File: src/rtl/rgmii_rx_byte_assembler.sv
// RGMII receive byte assembler: turns DDR-captured RXD/RX_CTL halves into a
// byte stream with dv/er qualifiers, pairing nibbles in 10/100 mode.
module rgmii_rx_byte_assembler #(
  parameter int unsigned DATA_WIDTH   = 8,
  parameter int unsigned NIBBLE_WIDTH = 4
) (
  input  logic                    clk,
  input  logic                    reset,
  input  logic [NIBBLE_WIDTH-1:0] rgmii_rxd_h,
  input  logic [NIBBLE_WIDTH-1:0] rgmii_rxd_l,
  input  logic                    rgmii_rx_ctl_h,
  input  logic                    rgmii_rx_ctl_l,
  input  logic                    mii_select,
  output logic [DATA_WIDTH-1:0]   rgmii_mac_rx_data,
  output logic                    rgmii_mac_rx_dv,
  output logic                    rgmii_mac_rx_er,
  output logic                    rx_frame_active
);

  typedef enum logic [1:0] {
    ST_IDLE   = 2'd0,
    ST_GIG    = 2'd1,
    ST_MII_LO = 2'd2,
    ST_MII_HI = 2'd3
  } state_t;

  state_t                  r_state;
  state_t                  w_state_nxt;
  logic [DATA_WIDTH-1:0]   r_data;
  logic [DATA_WIDTH-1:0]   w_data_nxt;
  logic                    r_dv;
  logic                    w_dv_nxt;
  logic                    r_er;
  logic                    w_er_nxt;
  logic                    r_active;
  logic [NIBBLE_WIDTH-1:0] r_low;
  logic [NIBBLE_WIDTH-1:0] w_low_nxt;
  logic                    r_low_er;
  logic                    w_low_er_nxt;
  logic                    r_dv_prev;
  logic                    w_dv_in;
  logic                    w_er_in;
  logic                    w_start;

  assign w_dv_in = rgmii_rx_ctl_h;
  assign w_er_in = rgmii_rx_ctl_h ^ rgmii_rx_ctl_l;
  // A frame starts only on a rising dv_in; r_dv_prev resets high so a frame
  // already in flight at reset release is skipped.
  assign w_start = w_dv_in & ~r_dv_prev;

  always_comb begin
    w_state_nxt  = r_state;
    w_data_nxt   = r_data;
    w_dv_nxt     = 1'b0;
    w_er_nxt     = 1'b0;
    w_low_nxt    = r_low;
    w_low_er_nxt = r_low_er;
    case (r_state)
      ST_IDLE: begin
        if (w_start) begin
          if (mii_select) begin
            w_low_nxt    = rgmii_rxd_h;
            w_low_er_nxt = w_er_in;
            w_state_nxt  = ST_MII_HI;
          end else begin
            w_data_nxt  = {rgmii_rxd_l, rgmii_rxd_h};
            w_dv_nxt    = 1'b1;
            w_er_nxt    = w_er_in;
            w_state_nxt = ST_GIG;
          end
        end
      end
      ST_GIG: begin
        if (w_dv_in) begin
          w_data_nxt = {rgmii_rxd_l, rgmii_rxd_h};
          w_dv_nxt   = 1'b1;
          w_er_nxt   = w_er_in;
        end else begin
          w_state_nxt = ST_IDLE;
        end
      end
      ST_MII_LO: begin
        if (w_dv_in) begin
          w_low_nxt    = rgmii_rxd_h;
          w_low_er_nxt = w_er_in;
          w_state_nxt  = ST_MII_HI;
        end else begin
          w_state_nxt = ST_IDLE;
        end
      end
      ST_MII_HI: begin
        w_dv_nxt = 1'b1;
        if (w_dv_in) begin
          w_data_nxt  = {rgmii_rxd_h, r_low};
          w_er_nxt    = w_er_in | r_low_er;
          w_state_nxt = ST_MII_LO;
        end else begin
          // Odd nibble count: flush the orphan low nibble flagged as errored.
          w_data_nxt  = {NIBBLE_WIDTH'(0), r_low};
          w_er_nxt    = 1'b1;
          w_state_nxt = ST_IDLE;
        end
      end
      default: w_state_nxt = ST_IDLE;
    endcase
  end

  always_ff @(posedge clk or posedge reset) begin
    if (reset) begin
      r_state   <= ST_IDLE;
      r_data    <= '0;
      r_dv      <= 1'b0;
      r_er      <= 1'b0;
      r_active  <= 1'b0;
      r_low     <= '0;
      r_low_er  <= 1'b0;
      r_dv_prev <= 1'b1;
    end else begin
      r_state   <= w_state_nxt;
      r_data    <= w_data_nxt;
      r_dv      <= w_dv_nxt;
      r_er      <= w_er_nxt;
      r_active  <= (r_state != ST_IDLE);
      r_low     <= w_low_nxt;
      r_low_er  <= w_low_er_nxt;
      r_dv_prev <= w_dv_in;
    end
  end

  assign rgmii_mac_rx_data = r_data;
  assign rgmii_mac_rx_dv   = r_dv;
  assign rgmii_mac_rx_er   = r_er;
  assign rx_frame_active   = r_active;

endmodule

File: config.mk
export PLATFORM = sky130hd
export DESIGN_NAME = rgmii_rx_byte_assembler
export DESIGN_NICKNAME = d
export VERILOG_FILES = /design/src/rtl/rgmii_rx_byte_assembler.sv
export SDC_FILE = /design/constraint.sdc
export NUM_CORES = 1
export LEC_CHECK = 0
export CAP_MARGIN = 15
export CORE_ASPECT_RATIO = 1.25
export CORE_MARGIN = 4
export CORE_UTILIZATION = 47
export DETAILED_ROUTE_END_ITERATION = 6
export PLACE_DENSITY = 0.77
export SLEW_MARGIN = 20
export SYNTH_ARGS = -nofsm -noshare
export SYNTH_HDL_FRONTEND = slang
export SYNTH_SLANG_ARGS = --single-unit
File: constraint.sdc
create_clock -name clk -period 1.5 [get_ports clk]
set_input_delay 0.15 -clock clk [delete_from_list [all_inputs] [get_ports clk]]
set_output_delay 0.15 -clock clk [all_outputs]
set_load 0.01 [all_outputs]
---- Word-level counts from Yosys, hierarchy flattened ----
Cells that the tools add are included.
word-level totals
  bits in writable memories ............... 0
  word-level logic and storage cells ...... 56
  bits in read-only memories .............. 0
  memories ................................ 0
  flip-flop bits (word level) ............. 19
  bits in latches ......................... 0
  input port bits ......................... 13
  output and inout bits ................... 11
cells by class
  shifts and indexed selects .............. 0
  bitwise gates (word level) .............. 4
  add/sub/neg operators ................... 0
  multiply operators ...................... 0
  eq/ne operators ......................... 9
  divide/modulo/power cells ............... 0
  magnitude comparators ................... 0
  reductions and logical operators ........ 7
  mux-type cells .......................... 28
operators by type and width
  kind                count
  $mux 8              4
  $pmux 8 s3          1
  $mux 4              3
  $ne 2x2->1 const B  6
  $mux 1              10
  $mux 2              5
  $pmux 2 s4          1
  $pmux 4 s2          1
  $reduce_and 4->1    2
  $pmux 1 s3          2
  $eq 2x2->1 const B  2
  $reduce_bool 2->1   2
  $reduce_bool 3->1   1
  $eq 2x1->1 const B  1
  $logic_not 2->1     1
  $pmux 1 s2          1
  $reduce_and 2->1    1
  $and 1x1->1         1
  $not 1->1           1
  $or 1x1->1          1
  $xor 1x1->1         1

---- Longest topological paths before layout ----
Gate-level depths: netlist of the first run.
  word-level depth ........................ 4
  depth in mapped cells ................... 5
  mapped depth without buffers ............ 5

---- Worst setup path before layout of the first run ----
OpenSTA, ideal clock, no wires.
  kind .................................... reg2reg
  start point ............................. register r_dv_prev
  end point ............................... register r_data[0], in the netlist rgmii_mac_rx_data[0]
  stages on the path, launching flop included .. 4
  data arrival time ....................... 1,225 ps
  period minus slack after synthesis ...... 1,350 ps
  slack ................................... 150 ps
  library setup time ...................... 125 ps
  buffers on the path ..................... 0
  data required time ...................... 1,375 ps
  cell sequence ........................... dfstp_2 > nor3_2 > o22ai_4 > mux2_4
between the ends
  word-level cells in the longest chain between the ends .. 4
RTL lines
  what                        line  source
  start: declaration          40    logic r_dv_prev;
  start signal: assignment    126   r_dv_prev <= w_dv_in;
  $not 1->1                   49    assign w_start = w_dv_in & ~r_dv_prev;
  $and 1x1->1                 49
  $ne 2x2->1 (no line)        n/a
  $reduce_and 4->1 (no line)  n/a
  end signal: assignment      120   r_data <= w_data_nxt;
  end: declaration            29    logic [DATA_WIDTH-1:0] r_data;
No other way between the ends.
A chain may end at the register's enable or synchronous reset.

---- Worst setup path after layout of the first run ----
  start point ............................. register r_state[1]
  end point ............................... register r_data[1], in the netlist rgmii_mac_rx_data[1]
between the ends
  word-level cells in the longest chain between the ends .. 3
  elaborated cells between the ends (all ways) .. 9
  those cells by class .................... eq/ne (5); mux (1); reduce/logical (3)
RTL lines
  what                                                       line  source
  start: declaration                                         27    state_t r_state;
  start signal: assignment                                   119   r_state <= w_state_nxt;
  $eq 2x1->1, or another cell as far along                   58    case (r_state)
  $ne 2x2->1 (no line) or $reduce_bool 3->1 (tied branches)  n/a
  $reduce_and 4->1 (no line)                                 n/a
Several ways; a longest one is shown, not always the timed one.

==> results.py, run 1 <==
metrics = {
    "global_routing": {
        "grt_pass1_wl_mm": 2.84,
        "top_usage_layer": "met2",
        "gr-usage-met3": 0.0228,
        "grt_util_met1": 0.139,
        "grt_usage": 0.129,
        "gr-usage-met2": 0.235,
        "grt_max_degree": 20,
        "grt_pass1_vias": 671,
        "antenna_found_initial": 0,
        "grt_overflow": 0,
    },
    "timing": {
        "period_needed_ns": 1.46,
        "worstMarginPinSlew_ns": 0.288,
        "slew_violations": 0,
        "finClkSkew_ns": 0.00648,
        "max-slew-margin-rel": 0.808,
        "rsz0062_at_grt": "false",
        "finalCritPeriodShare": 0.971,
        "whs_ns": 0.162,
        "setup_viol": 0,
        "final_hold_viol_count": 0,
        "max_freq_mhz": 687,
        "setup_tns_ns": 0,
    },
    "synth": {
        "synthFlopType": "dfrtp_1",
        "synthesis.area_sq_um": 956,
        "yosysTopAreaCellShare": 0.471,
        "yosysSeqAreaShare": 0.499,
        "synth_area_per_cell_sq_um": 12.7,
        "synth_top_area_cell": "dfrtp_1",
        "yosys-top-cells-count": "dfrtp_1, mux2_4, inv_1",
        "synth_area_leaders": "dfrtp_1, mux2_4, inv_1",
        "ys_ff_latch": 19,
        "synth-async-reset-ratio": 1.00,
        "yosysWarningCount": 0,
        "synth-edff-count": 0,
        "synthesis.nets": 89,
        "postSynthCellCount": 75,
        "ys_types": 24,
        "synth_most_common_cell": "dfrtp_1",
    },
    "outcome": {
        "status": "finished, final reports clean",
    },
    "routing": {
        "wl_mm": 1.73,
        "dr.first_iter.drc_count": 10,
        "ant_nets": 0,
        "dr_total_vias": 654,
        "drc_errors": 0,
        "wl_per_cell_microns": 13.7,
        "avgViaCountPerCell": 5.19,
        "first_pass_iters": 4,
    },
    "setup_path": {
        "cp-end-kind": "flip-flop",
        "worstSetupPathType": "flip-flop to flip-flop",
        "cp.required_ns": 1.68,
        "critical_path.startpoint_type": "flip-flop",
        "arrival_ns": 1.63,
        "critPathMaxFanout": 9,
    },
    "final_layout": {
        "nNetsFinal": 121,
        "final_layout_size_suffix_gt1_frac": 0.283,
        "num_antenna_cells": 0,
        "stdcell_area_sq_mm": 0.00128,
        "n_fill_cell": 153,
        "area_growth_pct": 34.2,
        "layout.cells.non_filler": 126,
    },
    "clock_tree": {
        "cts_num_sinks": 19,
        "clk_path_buf_depth": 2,
        "numCtsBuffers": 3,
        "htree_num_levels": 1,
        "clkSlewWorstSetupHoldPaths_ns": 0.11,
        "ctsRootBufferMaster": "clkbuf_4",
        "cts_tree": "yes",
        "clock_latency_ns": 0.29,
        "cts_setup_buffers": 0,
    },
    "power": {
        "vdd_drop_max_uv": 710,
        "powerDensity_mw_per_mm2": 1050,
        "p_leak_nw": 0.601,
    },
    "flow_run": {
        "max-cap-violations": 0,
    },
    "die": {
        "die_x_microns": 48.3,
        "initial_utilization": 0.488,
        "ios": 24,
        "coreArea_sq_mm": 0.00196,
        "rows": 18,
        "die_y_microns": 58.4,
        "die_area_sq_mm": 0.00282,
    },
    "place": {
        "place_hpwl_mm": 1.38,
        "port_buffers": 23,
        "routabilityCongestion": 0.795,
        "place.detailed.instances": 122,
        "dpl_cell_area_sq_mm": 0.00125,
    },
    "hold_path": {
        "hold_path_class": "input pin to async pin",
    },
}
-- critical path: stages, from the launching register on --
cell and delay, ns:
dfrtp_1 0.49, buf_4 0.21, o22ai_4 0.19, buf_12 0.16, mux2_4 0.30
-- cells in the final DEF (no fill, tap or decap), types with 2 or more instances in the layout --
master and n:
o21ai_0 6, clkbuf_4 3, mux2_2 3, nand4_1 4
nand2_1 3, mux2_1 2, nor2b_1 3, dfrtp_1 18
clkdlybuf4s50_1 23, mux2_4 11, buf_4 7, inv_1 9
-- per-stage QoR --
step | worst slack, ns | total power [W] | utilization
floorplan | 0.150 | 0.000901 | -
global placement | -0.0535 | 0.00110 | 0.637
detailed placement | -0.120 | 0.00112 | 0.637
CTS | 0.0152 | 0.00136 | 0.651
global route | 0.000112 | 0.00142 | 0.655
finish | 0.0441 | 0.00135 | 0.655
-- registers in the layout, summed over array words and instances (netlist names) --
signal and flops:
rx_frame_active 1, rgmii_mac_rx_er 1, r_low_er 1, r_low 4
r_dv_prev 1, rgmii_mac_rx_data 8, r_state 2, rgmii_mac_rx_dv 1
-- where the power goes --
group	total (W)	internal, W	switching, W
sequential	0.000671	0.000614	0.0000570
combinational	0.000430	0.000281	0.000149
clock	0.000252	0.000103	0.000148
total	0.00135	0.000999	0.000354
-- kinds of logic after synthesis --
kind of cell               Yosys count  synth area share
and+or+nand+nor                     15            0.0995
DFF                                 19             0.499
adders and majority gates            1            0.0131
buffers and inverters               13            0.0720
muxes                               17             0.242
AOI/OAI and AO/OA                   10            0.0746
-- layer usage --
| metal | wire length (microns) | share of wire |
|---|---|---|
| met5 | 0 | 0 |
| met4 | 20 | 0.012 |
| met3 | 69 | 0.040 |
| met2 | 921 | 0.53 |
| met1 | 721 | 0.42 |
-- timing repair --
item	4_1_cts	5_1_grt
hold buffers	0	0
endpoints found under the hold margin	0	0
endpoints found under the setup margin	0	4
resized for setup	0	1
-- final timing paths --
check / startpoint / endpoint / slack (ns) / depth (start not counted)
setup / recovery: r_state[1] / rgmii_mac_rx_data[1] / 0.04 / 4
hold / removal: reset / rx_frame_active / 0.16 / 3
max in group asynchronous: reset / r_dv_prev / 1.08 / 3
setup reg to reg: r_state[1] / rgmii_mac_rx_data[1] / 0.04 / 4
hold reg to reg: r_low[3] / r_low[3] / 0.51 / 1
min in group clk: rgmii_rx_ctl_h / r_dv_prev / 0.45 / 1
-- layout make-up --
type,count,area [sq um],share of cell area
Timing Repair Buffer,31,303,0.236
Sequential cell,19,477,0.372
Multi-Input combinational cell,43,418,0.326
Inverter,9,33.8,0.0263
Tap cell,20,25.0,0.0195
Clock buffer,4,26.3,0.0205
(Power assumes the default switching activity.)
==> inputs of run 2 (changes only) <==
--- a/config.mk
+++ b/config.mk
@@ -10,6 +10,7 @@
 export CORE_MARGIN = 4
 export CORE_UTILIZATION = 47
 export DETAILED_ROUTE_END_ITERATION = 6
+export MAX_ROUTING_LAYER = met4
 export PLACE_DENSITY = 0.77
 export SLEW_MARGIN = 20
 export SYNTH_ARGS = -nofsm -noshare
==> results of run 2 <==
Final layout, timing and power as in run 1 (identical DEF).
Among the figures that moved: final weighted congestion in routability-driven placement 0.795 -> 0.806; via count of the first global-routing pass 671 -> 670; overall routing resource usage 0.129 -> 0.132
==> inputs of run 3 (changes only) <==
--- a/config.mk
+++ b/config.mk
@@ -8,11 +8,12 @@
 export CAP_MARGIN = 15
 export CORE_ASPECT_RATIO = 1.25
 export CORE_MARGIN = 4
-export CORE_UTILIZATION = 47
+export CORE_UTILIZATION = 43
 export DETAILED_ROUTE_END_ITERATION = 6
 export MAX_ROUTING_LAYER = met4
-export PLACE_DENSITY = 0.77
+export PLACE_DENSITY = 0.74
 export SLEW_MARGIN = 20
 export SYNTH_ARGS = -nofsm -noshare
 export SYNTH_HDL_FRONTEND = slang
 export SYNTH_SLANG_ARGS = --single-unit
+export TNS_END_PERCENT = 1
==> constraint.sdc (replaced) <==
create_clock -name clk -period 1.2 [get_ports clk]
set_input_delay 0.12 -clock clk [delete_from_list [all_inputs] [get_ports clk]]
set_output_delay 0.12 -clock clk [all_outputs]
set_load 0.01 [all_outputs]
==> run 3 against run 2 <==
  * Cell area is 4.4% higher
  * Power is 24% higher
  * Hold slack worse by 0.041 ns
  * The run now ends with negative setup slack left
  * Register-to-register slack worse by 0.23 ns
  * Wire length is 8.3% higher
  * Critical path depth stayed put
==> results.py, run 3 (synthesis results as in run 1) <==
metrics = {
    "final_layout": {
        "final_layout_size_suffix_gt1_frac": 0.339,
        "final_cell_mix": "dfrtp_1, dlygate4sd2_1, buf_4, mux2_4, clkdlybuf4s50_1",
        "num_antenna_cells": 0,
        "final-seq-area_sq_um": 478,
        "layout_commonest_cell": "dfrtp_1",
        "nNetsFinal": 127,
        "multi_input_area_sq_um": 427,
        "largest_register_ffs": 8,
        "area_growth_pct": 40.1,
        "fin_util": 0.653,
        "n_fill_cell": 171,
        "layout.cells.non_filler": 142,
    },
    "flow_run": {
        "max-cap-violations": 0,
    },
    "die": {
        "coreArea_sq_mm": 0.00205,
        "die_area_sq_mm": 0.00305,
        "die_y_microns": 60.7,
        "die_x_microns": 50.2,
        "rows": 18,
        "ios": 24,
        "initial_utilization": 0.466,
    },
    "clock_tree": {
        "clkSlewWorstSetupHoldPaths_ns": 0.11,
        "cts_num_sinks": 19,
        "clock_latency_ns": 0.30,
        "clk_path_buf_depth": 2,
        "htree_num_levels": 1,
        "cts_tree": "yes",
        "ctsRootBufferMaster": "clkbuf_4",
        "numCtsBuffers": 3,
    },
    "setup_path": {
        "cp.required_ns": 1.39,
        "r2r_slack_ns": -0.19,
        "worstSetupPathType": "flip-flop to flip-flop",
        "timing.rr.start": "r_state[1]",
        "critPathMaxFanout": 9,
        "critical_path.startpoint_type": "flip-flop",
        "arrival_ns": 1.58,
        "rr_endpoint": "rgmii_mac_rx_data[2]",
        "reg2regPathDepth": 4,
        "cp-end-kind": "flip-flop",
    },
    "global_routing": {
        "grt_pass1_vias": 738,
        "grt_max_degree": 20,
        "antenna_found_initial": 0,
        "grt_usage": 0.153,
        "grt_pass1_wl_mm": 3.34,
        "grt_overflow": 0,
    },
    "timing": {
        "max_freq_mhz": 722,
        "worstMarginPinSlew_ns": 0.259,
        "max-slew-margin-rel": 0.825,
        "setup_slack_ns": -0.186,
        "period_needed_ns": 1.39,
        "finalCritPeriodShare": 1.15,
        "setup_viol": 13,
        "finClkSkew_ns": 0.00136,
        "final_hold_viol_count": 0,
        "slew_violations": 0,
        "rsz0062_at_grt": "true",
        "whs_ns": 0.122,
    },
    "power": {
        "total_power_w": 0.00167,
        "powerDensity_mw_per_mm2": 1250,
        "p_leak_nw": 0.654,
        "vdd_drop_max_uv": 678,
    },
    "routing": {
        "dr.first_iter.drc_count": 6,
        "wl_per_cell_microns": 13.2,
        "wl_mm": 1.88,
        "drc_errors": 0,
        "first_pass_iters": 4,
        "avgViaCountPerCell": 4.73,
        "ant_nets": 0,
        "dr_total_vias": 671,
    },
    "place": {
        "routabilityCongestion": 0.723,
        "dpl_worst_slack_ns": -0.408,
        "place_hpwl_mm": 1.48,
        "place.detailed.instances": 137,
        "port_buffers": 23,
    },
    "outcome": {
        "violations": "negative setup slack",
        "status": "finished with violations",
    },
    "hold_path": {
        "hold_path_class": "input pin to async pin",
    },
}
run 3: routing by layer:
metal,vias up,track usage,routed length [microns]
li1,332,-,-
met1,316,0.165,747
met2,18,0.263,995
met3,5,0.0197,75
met4,0,0.107,58
met5,-,-,0
run 3: timing repair:
action / CTS / global route
setup buffers: 1 / 0
hold buffers: 0 / 0
gates cloned: 0 / 0
setup endpoints to repair: 25 / 14
gates resized for setup: 16 / 1
run 3: area by class of cell:
type / count / share of cell area
repair buffers: 37 / 0.251
flip-flops and latches: 19 / 0.357
well taps: 30 / 0.0280
multi-input cells: 43 / 0.319
clock buffers: 4 / 0.0196
inverters: 9 / 0.0252
run 3: per-stage QoR:
| stage | area [sq um] | setup TNS (ns) |
|---|---|---|
| floorplan | 956 | -1.40 |
| global placement | 1300 | -3.64 |
| detailed placement | 1300 | -4.29 |
| CTS | 1330 | -2.12 |
| global route | 1340 | -2.72 |
| finish | 1340 | -2.10 |
run 3: power breakdown:
group	total [W]	internal (W)	switching, W	leakage (nW)
registers	0.000834	0.000768	0.0000661	0.226
clock network	0.000328	0.000130	0.000198	0.0150
logic	0.000512	0.000315	0.000198	0.413
total	0.00167	0.00121	0.000462	0.654
run 3: worst max path at each step:
stage / depth (start not counted) / from / to
2_1_floorplan: 3 / r_state[1] / rgmii_mac_rx_data[0]
3_3_place_gp: 5 / rgmii_rx_ctl_h / rgmii_mac_rx_er
3_5_place_dp: 5 / rgmii_rx_ctl_h / rgmii_mac_rx_er
4_1_cts: 4 / r_state[1] / rgmii_mac_rx_data[2]
5_1_grt: 4 / r_state[1] / rgmii_mac_rx_data[2]
6_report: 4 / r_state[1] / rgmii_mac_rx_data[2]
run 3: worst max-delay path, cell delays in order (launching register included):
cell	delay [ns]
dfrtp_2	0.48
buf_6	0.16
o22ai_4	0.18
buf_12	0.16
mux2_4	0.30
